**config.mk**
```make
export PLATFORM = sky130hd
export DESIGN_NAME = img_row_loader
export DESIGN_NICKNAME = d
export VERILOG_FILES = /design/src/rtl/img_row_loader.sv
export SDC_FILE = /design/constraint.sdc
export NUM_CORES = 2
export LEC_CHECK = 0
export ABC_AREA = 1
export ABC_CLOCK_PERIOD_IN_PS = 91200
export CAP_MARGIN = 5
export CORE_ASPECT_RATIO = 1.25
export CORE_UTILIZATION = 40
export CTS_CLUSTER_SIZE = 25
export DETAILED_ROUTE_END_ITERATION = 10
export PLACE_DENSITY_LB_ADDON = 0.12
export SLEW_MARGIN = 15
export SYNTH_ARGS = -nofsm -noshare
export SYNTH_HDL_FRONTEND = slang
export SYNTH_SLANG_ARGS = --single-unit
```
**constraint.sdc**
```tcl
create_clock -name clk -period 91.2 [get_ports clk]
set_input_delay 18.24 -clock clk [delete_from_list [all_inputs] [get_ports clk]]
set_output_delay 18.24 -clock clk [all_outputs]
set_load 0.02 [all_outputs]
```
**src/rtl/img_row_loader.sv**
```systemverilog
// img_row_loader: assembles an H-row binary image from a stream of W-bit rows
// and presents it as one flat vector. An assembly register collects the next
// frame while the output register still holds the frame the classifier is using.
module img_row_loader #(
  parameter int W  = 32,
  parameter int H  = 32,
  parameter int CW = 8
) (
  input  logic           clk,
  input  logic           rst,
  input  logic           row_valid,
  input  logic [W-1:0]   row_data,
  input  logic           row_sof,
  output logic           row_ready,
  output logic [W*H-1:0] img_data,
  output logic           img_valid,
  input  logic           img_ack,
  output logic           frame_err,
  output logic [CW-1:0]  frame_cnt
);

  localparam int CNT_W = (H > 1) ? $clog2(H) : 1;
  localparam logic [CNT_W-1:0] LAST_ROW = CNT_W'(H - 1);

  typedef enum logic [1:0] {
    SYNC = 2'd0,
    FILL = 2'd1,
    HOLD = 2'd2
  } state_t;

  state_t           state_q, state_d;
  logic [CNT_W-1:0] count_q, count_d;
  logic [W*H-1:0]   asm_q, asm_d;
  logic [W*H-1:0]   img_data_q, img_data_d;
  logic             img_valid_q, img_valid_d;
  logic             frame_err_q, frame_err_d;
  logic [CW-1:0]    frame_cnt_q, frame_cnt_d;

  logic             xfer;
  logic             wr_en;
  logic [CNT_W-1:0] wr_idx;
  logic             complete;
  logic             slot_free;
  logic             load;

  // Ready depends only on the state, never on row_valid.
  assign row_ready = (state_q != HOLD);
  assign xfer      = row_valid & row_ready;
  assign slot_free = ~img_valid_q | img_ack;

  // Next-state logic: row slot selection, framing errors and frame completion.
  always_comb begin
    state_d     = state_q;
    count_d     = count_q;
    wr_en       = 1'b0;
    wr_idx      = '0;
    frame_err_d = 1'b0;
    complete    = 1'b0;
    load        = 1'b0;
    unique case (state_q)
      SYNC: begin
        if (xfer) begin
          if (row_sof) begin
            wr_en   = 1'b1;
            count_d = CNT_W'(1);
            state_d = FILL;
            if (H == 1) complete = 1'b1;
          end else begin
            frame_err_d = 1'b1;
          end
        end
      end
      FILL: begin
        if (xfer) begin
          if (row_sof) begin
            // Resync: restart at slot 0; stale slots get overwritten before delivery.
            frame_err_d = 1'b1;
            wr_en       = 1'b1;
            count_d     = CNT_W'(1);
            if (H == 1) complete = 1'b1;
          end else begin
            wr_en   = 1'b1;
            wr_idx  = count_q;
            count_d = count_q + CNT_W'(1);
            if (count_q == LAST_ROW) complete = 1'b1;
          end
        end
      end
      HOLD: begin
        if (img_ack) begin
          load    = 1'b1;
          count_d = '0;
          state_d = SYNC;
        end
      end
      default: state_d = SYNC;
    endcase
    if (complete) begin
      count_d = '0;
      if (slot_free) begin
        load    = 1'b1;
        state_d = SYNC;
      end else begin
        state_d = HOLD;
      end
    end
  end

  // Assembly register: write the accepted row into its slot (row 0 at the MSBs).
  always_comb begin
    asm_d = asm_q;
    if (wr_en) begin
      for (int r = 0; r < H; r++) begin
        if (wr_idx == CNT_W'(r)) asm_d[W*H-1-W*r -: W] = row_data;
      end
    end
  end

  // Output register: a load beats a simultaneous ack; a bare ack only frees the slot.
  always_comb begin
    img_data_d  = img_data_q;
    img_valid_d = img_valid_q;
    frame_cnt_d = frame_cnt_q;
    if (load) begin
      img_data_d  = asm_d;
      img_valid_d = 1'b1;
      frame_cnt_d = frame_cnt_q + CW'(1);
    end else if (img_ack && img_valid_q) begin
      img_valid_d = 1'b0;
    end
  end

  // State registers with asynchronous reset.
  always_ff @(posedge clk or posedge rst) begin
    if (rst) begin
      state_q     <= SYNC;
      count_q     <= '0;
      asm_q       <= '0;
      img_data_q  <= '0;
      img_valid_q <= 1'b0;
      frame_err_q <= 1'b0;
      frame_cnt_q <= '0;
    end else begin
      state_q     <= state_d;
      count_q     <= count_d;
      asm_q       <= asm_d;
      img_data_q  <= img_data_d;
      img_valid_q <= img_valid_d;
      frame_err_q <= frame_err_d;
      frame_cnt_q <= frame_cnt_d;
    end
  end

  assign img_data  = img_data_q;
  assign img_valid = img_valid_q;
  assign frame_err = frame_err_q;
  assign frame_cnt = frame_cnt_q;

endmodule

```
# --- Word level (Yosys, flattened, before mapping) ---
# Cells that the tools add are included.
op_classes:
  n_addsub: 2
  n_eq_ne: 40
  mux: 66
  bitwise_logic: 3
  reduce_logical: 7
op_table:
  columns: ["op", "n"]
  rows:
  - ["$mux W1024", 1]
  - ["$mux W32", 32]
  - ["$eq A5 B5 Y1 const B", 17]
  - ["$mux W5", 9]
  - ["$eq A5 B4 Y1 const B", 8]
  - ["$eq A5 B3 Y1 const B", 4]
  - ["$mux W1", 15]
  - ["$pmux W5 S3", 1]
  - ["$ne A3 B3 Y1 const B", 4]
  - ["$eq A5 B2 Y1 const B", 2]
  - ["$mux W2", 5]
  - ["$add A8 B1 Y8 const B", 1]
  - ["$pmux W2 S3", 1]
  - ["$add A5 B1 Y5 const B", 1]
  - ["$eq A5 B1 Y1 const B", 1]
  - ["$logic_not A5 Y1", 1]
  - ["$reduce_and A5 Y1", 1]
  - ["$ne A2 B2 Y1 const B", 2]
  - ["$pmux W1 S2", 2]
  - ["$reduce_and A4 Y1", 1]
  - ["$reduce_bool A4 Y1", 1]
  - ["$eq A2 B1 Y1 const B", 1]
  - ["$eq A2 B2 Y1 const B", 1]
  - ["$logic_not A2 Y1", 1]
  - ["5 further kinds", 5]
word_totals:
  reg_bits: 2065
  out_inout_bits: 1035
  word_cells: 125

# --- Longest topological paths before layout ---
logic_depth:
  word_depth: 7
  ltp_mapped: 13

# --- Least setup slack after synthesis ---
# No wires, ideal clock.
synth_timing:
  path_type: "in2reg"
  start: "input port row_valid"
  end: "register asm_q[610]"
  setup_time_ns: 0.119
  arrival_ns: 19.558
  required_time_ns: 91.081
  setup_slack_ns: 71.523
  stages: 9
  n_path_buf: 3
  path_cell_list: "nand2_2 nor2_4 buf_4 o21ai_2 buf_2 nand3_1 clkbuf_1 nand2_1 and2_1"
synth_between:
  elab_chain_len: 6
synth_rtl:
  columns: ["element", "line_no", "text"]
  rows:
  - ["from (decl)", "11", "input logic row_valid,"]
  - ["$and A1 B1 Y1 *", "48", "assign xfer = row_valid & row_ready;"]
  - ["$mux W5", "74", "if (xfer) begin"]
  - ["$mux W5", "60", "unique case (state_q)"]
  - ["$eq A5 B4 Y1", "114", "if (wr_idx == CNT_W'(r)) asm_d[W*H-1-W*r -: W] = row_data;"]
  - ["$mux W32", "114", null]
  - ["$mux W1024 *", "112", "if (wr_en) begin"]
  - ["via asm_d[610]", "33", "logic [W*H-1:0] asm_q, asm_d;"]
  - ["to (signal assigned)", "146", "asm_q <= asm_d;"]
  - ["to (decl)", "33", null]
# Mark *: on every way through the listed nets, which the timed path passes. The rest lies on a longest branch.
# A chain may end at the register's enable or synchronous reset.

==> results by stage <==
Run status:
- The run finished with clean final reports.

Pwr:
- The switching power share of the total is 25.79%.
- In this run the power spent charging and discharging nets is 0.0005178 W.
- The relative contribution of combinational cells to total power is 7.7%.
- For this design the static power due to leakage is about 53 nW.
- The share of power burned in the clock network is 44.8%.
- The cell-internal power is 0.001490 W.
- The share of total power in sequential cells is 47.5%.
- The largest vdd supply drop is 15.86 uV.
- The total power density per cell area is ~19 nW/um^2.

Route:
- The count of vias placed by the detailed router is approximately 74000.
- The detail route stage leaves a number of antenna-violating nets equal to 0.
- In the final routed layout, each cell accounts on average for ~24 um.
- The violation count after the first detailed-routing iteration is 8446.
- The total routed wirelength is 340300 um.
- In the routed design, unresolved DRC markers number 0.
- The pre-antenna-repair detailed-routing pass consisted of 9 iterations.
- Dividing the detail-routed via count by the number of cells gives 5.298.

Logic synthesis:
- The number of distinct library cells after synthesis is 29.
- The simple-gate share of the synthesized area is approximately a third.
- During synthesis, Yosys emitted a total of 0 warnings.
- Synthesis produced a netlist whose cell count is around 10000.
- Summing every instance area after synthesis gives 87930 sq um.
- Of the total synthesized cell area, the portion taken by full adders, half adders and majority gates is 0.09960%.
- The synthesized netlist devotes less than 1% of its cell area to compound gates.
- Multiplexer cells account for 0% of the synthesized area.
- The total of flip-flops plus latches after synthesis is 2065.
- By area, the combinational part of the netlist is dominated by simple AND/OR/NAND/NOR gates.
- The number of nets produced by synthesis is around 10000.
- The sequential share of the synthesized area is around 60%.
- The xor and xnor area share after synthesis is 0.05976%.
- Each instance of the synthesized netlist takes up on average 8.698 sq um.

Floorplanning:
- The number of core rows is 192.
- The number of primary I/O pins is 1072.
- The total die area is 221700 sq um.
- The region available for standard cell placement spans 218600 sq um.
- The initial utilization of the core area, before any placement, comes to 40.22%.
- Measured along the x axis, the die boundary spans 421.4 um.
- The height of the chip is ~530 um.

Critical path:
- The highest cell delay on the worst timing path is ~0.90 ns.
- At the worst endpoint, the required time is 92.07 ns.
- The start-to-end type of the worst setup path is in2async.
- The kind of start point of the critical path is an input pin.
- The most frequent cell on the critical path is buf_4.
- The slowest library cell on the worst path is buf_4.
- The signal on the critical path passes through clkdlybuf4s50_1 -> inv_8 -> buf_4 -> buf_4 -> buf_12 -> buf_4 -> buf_4.
- In this design, the largest share of critical-path delay is due to buffers and inverters.
- The number of buffer and inverter instances along the worst setup path is 7.
- Of all nets on the critical path, the largest fanout is 160.
- For the worst setup path, the data arrival time is 23.72 ns.
- The kind of end point of the critical path is an async pin.

STA:
- The setup-violating endpoint count in the final report is 0.
- The fmax is 43.76 MHz.
- The maximum clock skew at final layout is 0.03454 ns.
- The worst path uses 25.06% of the clock period.
- The number of hold violations in the final report came to 0.
- The count of pins over their slew limit was 0.
- Setup repair after global routing left no endpoint under its margin.
- The total negative setup slack is 0 ns.
- The worst path meets setup with slightly below 70 ns of slack.
- The actual slew at the worst max-slew pin is between 1 and 1.5 ns.
- The final critical path time including I/O delays and setup is 22.85 ns.
- The remaining max-slew budget at the tightest pin is 12.84%.

Clock network:
- For this design, the sink count on the clock tree is 2065.
- The tree is rooted in a clkbuf_16.
- The later-pin clock latency in the skew report is slightly below 0.9 ns.
- The H-tree was split into 4 levels.
- The clock-pin transition on the worst setup and hold timing paths is 0.06 ns.
- The number of CTS-inserted buffers is 216.
- TritonCTS built the clock tree.
- Once the clock tree was built, the setup fixing pass inserted 0 buffers.
- Post-CTS repair changed the size of 0 cells.
- In this run the deepest clock path goes through 4 buffers.
- Hold repair after CTS inserted 0 buffers.

Global routing:
- For this run the aggregate overflow at the end of global routing stands at 0.
- The via count of the first global-routing pass was 70440.
- In the global route stage, overall resource usage came out at 30.10%.
- The first global-routing pass estimated 495000 um of wire.
- Entering global routing, the biggest net connects 209 pins.
- The initial antenna violation count is 18.

Placement:
- Routability-driven placement finished with a final weighted congestion of 0.8378.
- The placement-stage worst setup slack is about 67 ns.
- The count of input and output buffers is 1071.
- The sum of net half-perimeters after detailed placement is 201600 um.

Flow run:
- The tool flagged a number of max-cap violations equal to 0.

Layout:
- Relative to the synthesized area, the layout overhead comes to 22.87%.
- The fraction of layout instances using a drive strength above 1 is ~5.0%.
- In the final design database the tool counted 10910 nets.

Worst hold path:
- The worst min-delay path category is reg2reg.
-- cell families after synthesis --
| family | Yosys count |
|---|---|
| buffers and inverters | 1718 |
| adders and majority gates | 7 |
| DFF | 2065 |
| xor gates and xnor gates | 6 |
| AOI/OAI and AO/OA | 31 |
| and+or+nand+nor | 6283 |
-- routing by layer --
layer  vias up  routed length, um  track usage (%)
li1      33200                  -                -
met5         -                 50                0
met2      3193             149700            44.86
met1     36870             144900            42.41
met4         8              18190            14.38
met3       612              27560            5.397
-- cell usage in the layout, fill, tap and decap left out, types with 8 or more instances in the layout --
cell and n:
clkbuf_16 217, nor2_4 19, buf_12 15, inv_2 29, bufinv_16 11, nand3_1 1633
inv_1 1012, buf_4 118, dfrtp_1 2065, clkbuf_8 56, o22ai_1 20, nand4_1 430
clkdlybuf4s50_1 1071, and2_1 973, nand2_1 3195, clkbuf_1 49, nand3_2 14, nor2_1 8
clkinv_2 41
-- power by group through the flow --
stage | clock network [W] | registers [W] | logic, W
2_1_floorplan | 0 | 0.000974 | 0.0000928
3_5_place_dp | 0 | 0.000970 | 0.000154
6_report | 0.000899 | 0.000953 | 0.000155
5_1_grt | 0.000945 | 0.000955 | 0.000168
4_1_cts | 0.000912 | 0.000953 | 0.000155
3_3_place_gp | 0 | 0.000969 | 0.000152
-- Yosys cell counts --
cell type  count  area [sq um]
and2_1       973          6087
buf_1         83         311.6
buf_2        167         835.8
buf_4          1         7.510
clkbuf_1     414          1554
clkinv_1       7         26.28
dfrtp_1     2065         51670
ha_1           7         87.58
inv_1       1038          3896
inv_2          8         30.03
nand2_1     3196         12000
nand2_2        2         12.51
nand3_1     1646          8238
nand3_2        1         10.01
nand4_1      430          2690
nor2_1        11         41.29
nor2_2        10         62.56
nor2_4         7         78.83
nor3_1         5         25.02
nor4_1         1         6.260
o21ai_0        7         35.03
o21ai_2        1         8.760
o21ai_4        1         16.27
o221ai_1       1         8.760
o22ai_1       20         125.1
o31ai_1        1         7.510
or2_2          1         6.260
xnor2_1        1         8.760
xor2_1         5         43.79
-- cell type report --
| type | instances | area [sq um] |
|---|---|---|
| fillers | 20640 | 110600 |
| flip-flops and latches | 2065 | 51670 |
| multi-input cells | 6327 | 29740 |
| repair buffers | 1205 | 11930 |
| clock buffers | 322 | 6385 |
| inverters | 1053 | 3986 |
| well taps | 2910 | 3641 |
| clock inverters | 58 | 670.6 |
| diodes | 4 | 10.01 |
-- tightest hold or removal path, cell delays in order, from the launching register on --
cell and delay, ns:
dfrtp_1 0.32, nand2_1 0.05, nand2_1 0.06
-- metrics by stage --
step	utilization (%)	instance area (sq um)	cells	total power, W	hold slack (ns)
2_1_floorplan	-	87930	10110	0.001067	0.4379
3_3_place_gp	46.17	100900	13560	0.001121	0.4495
3_5_place_dp	46.17	100900	13560	0.001124	0.4564
4_1_cts	49.40	108000	13940	0.002020	0.4716
5_1_grt	49.42	108000	13940	0.002068	0.4844
6_report	49.42	108000	13940	0.002008	0.4687
-- sequential cells by signal, summed over array words and instances, names as in the netlist --
register   count
img_data    1024
frame_err      1
img_valid      1
frame_cnt      8
state_q        2
count_q        5
asm_q       1024
-- path summary, 6_finish.rpt --
| check | startpoint | endpoint | slack, ns | cells after the start |
|---|---|---|---|---|
| setup / recovery | rst | img_data[80] | 68.35 | 7 |
| hold / removal | asm_q[917] | asm_q[917] | 0.47 | 2 |
| setup reg to reg | state_q[1] | img_data[649] | 85.72 | 13 |
| hold reg to reg | asm_q[917] | asm_q[917] | 0.47 | 2 |
| max in group clk | row_valid | img_data[649] | 68.76 | 12 |
| min in group asynchronous | rst | img_data[946] | 17.94 | 2 |
Note: power is estimated with default switching activity, not from simulation.
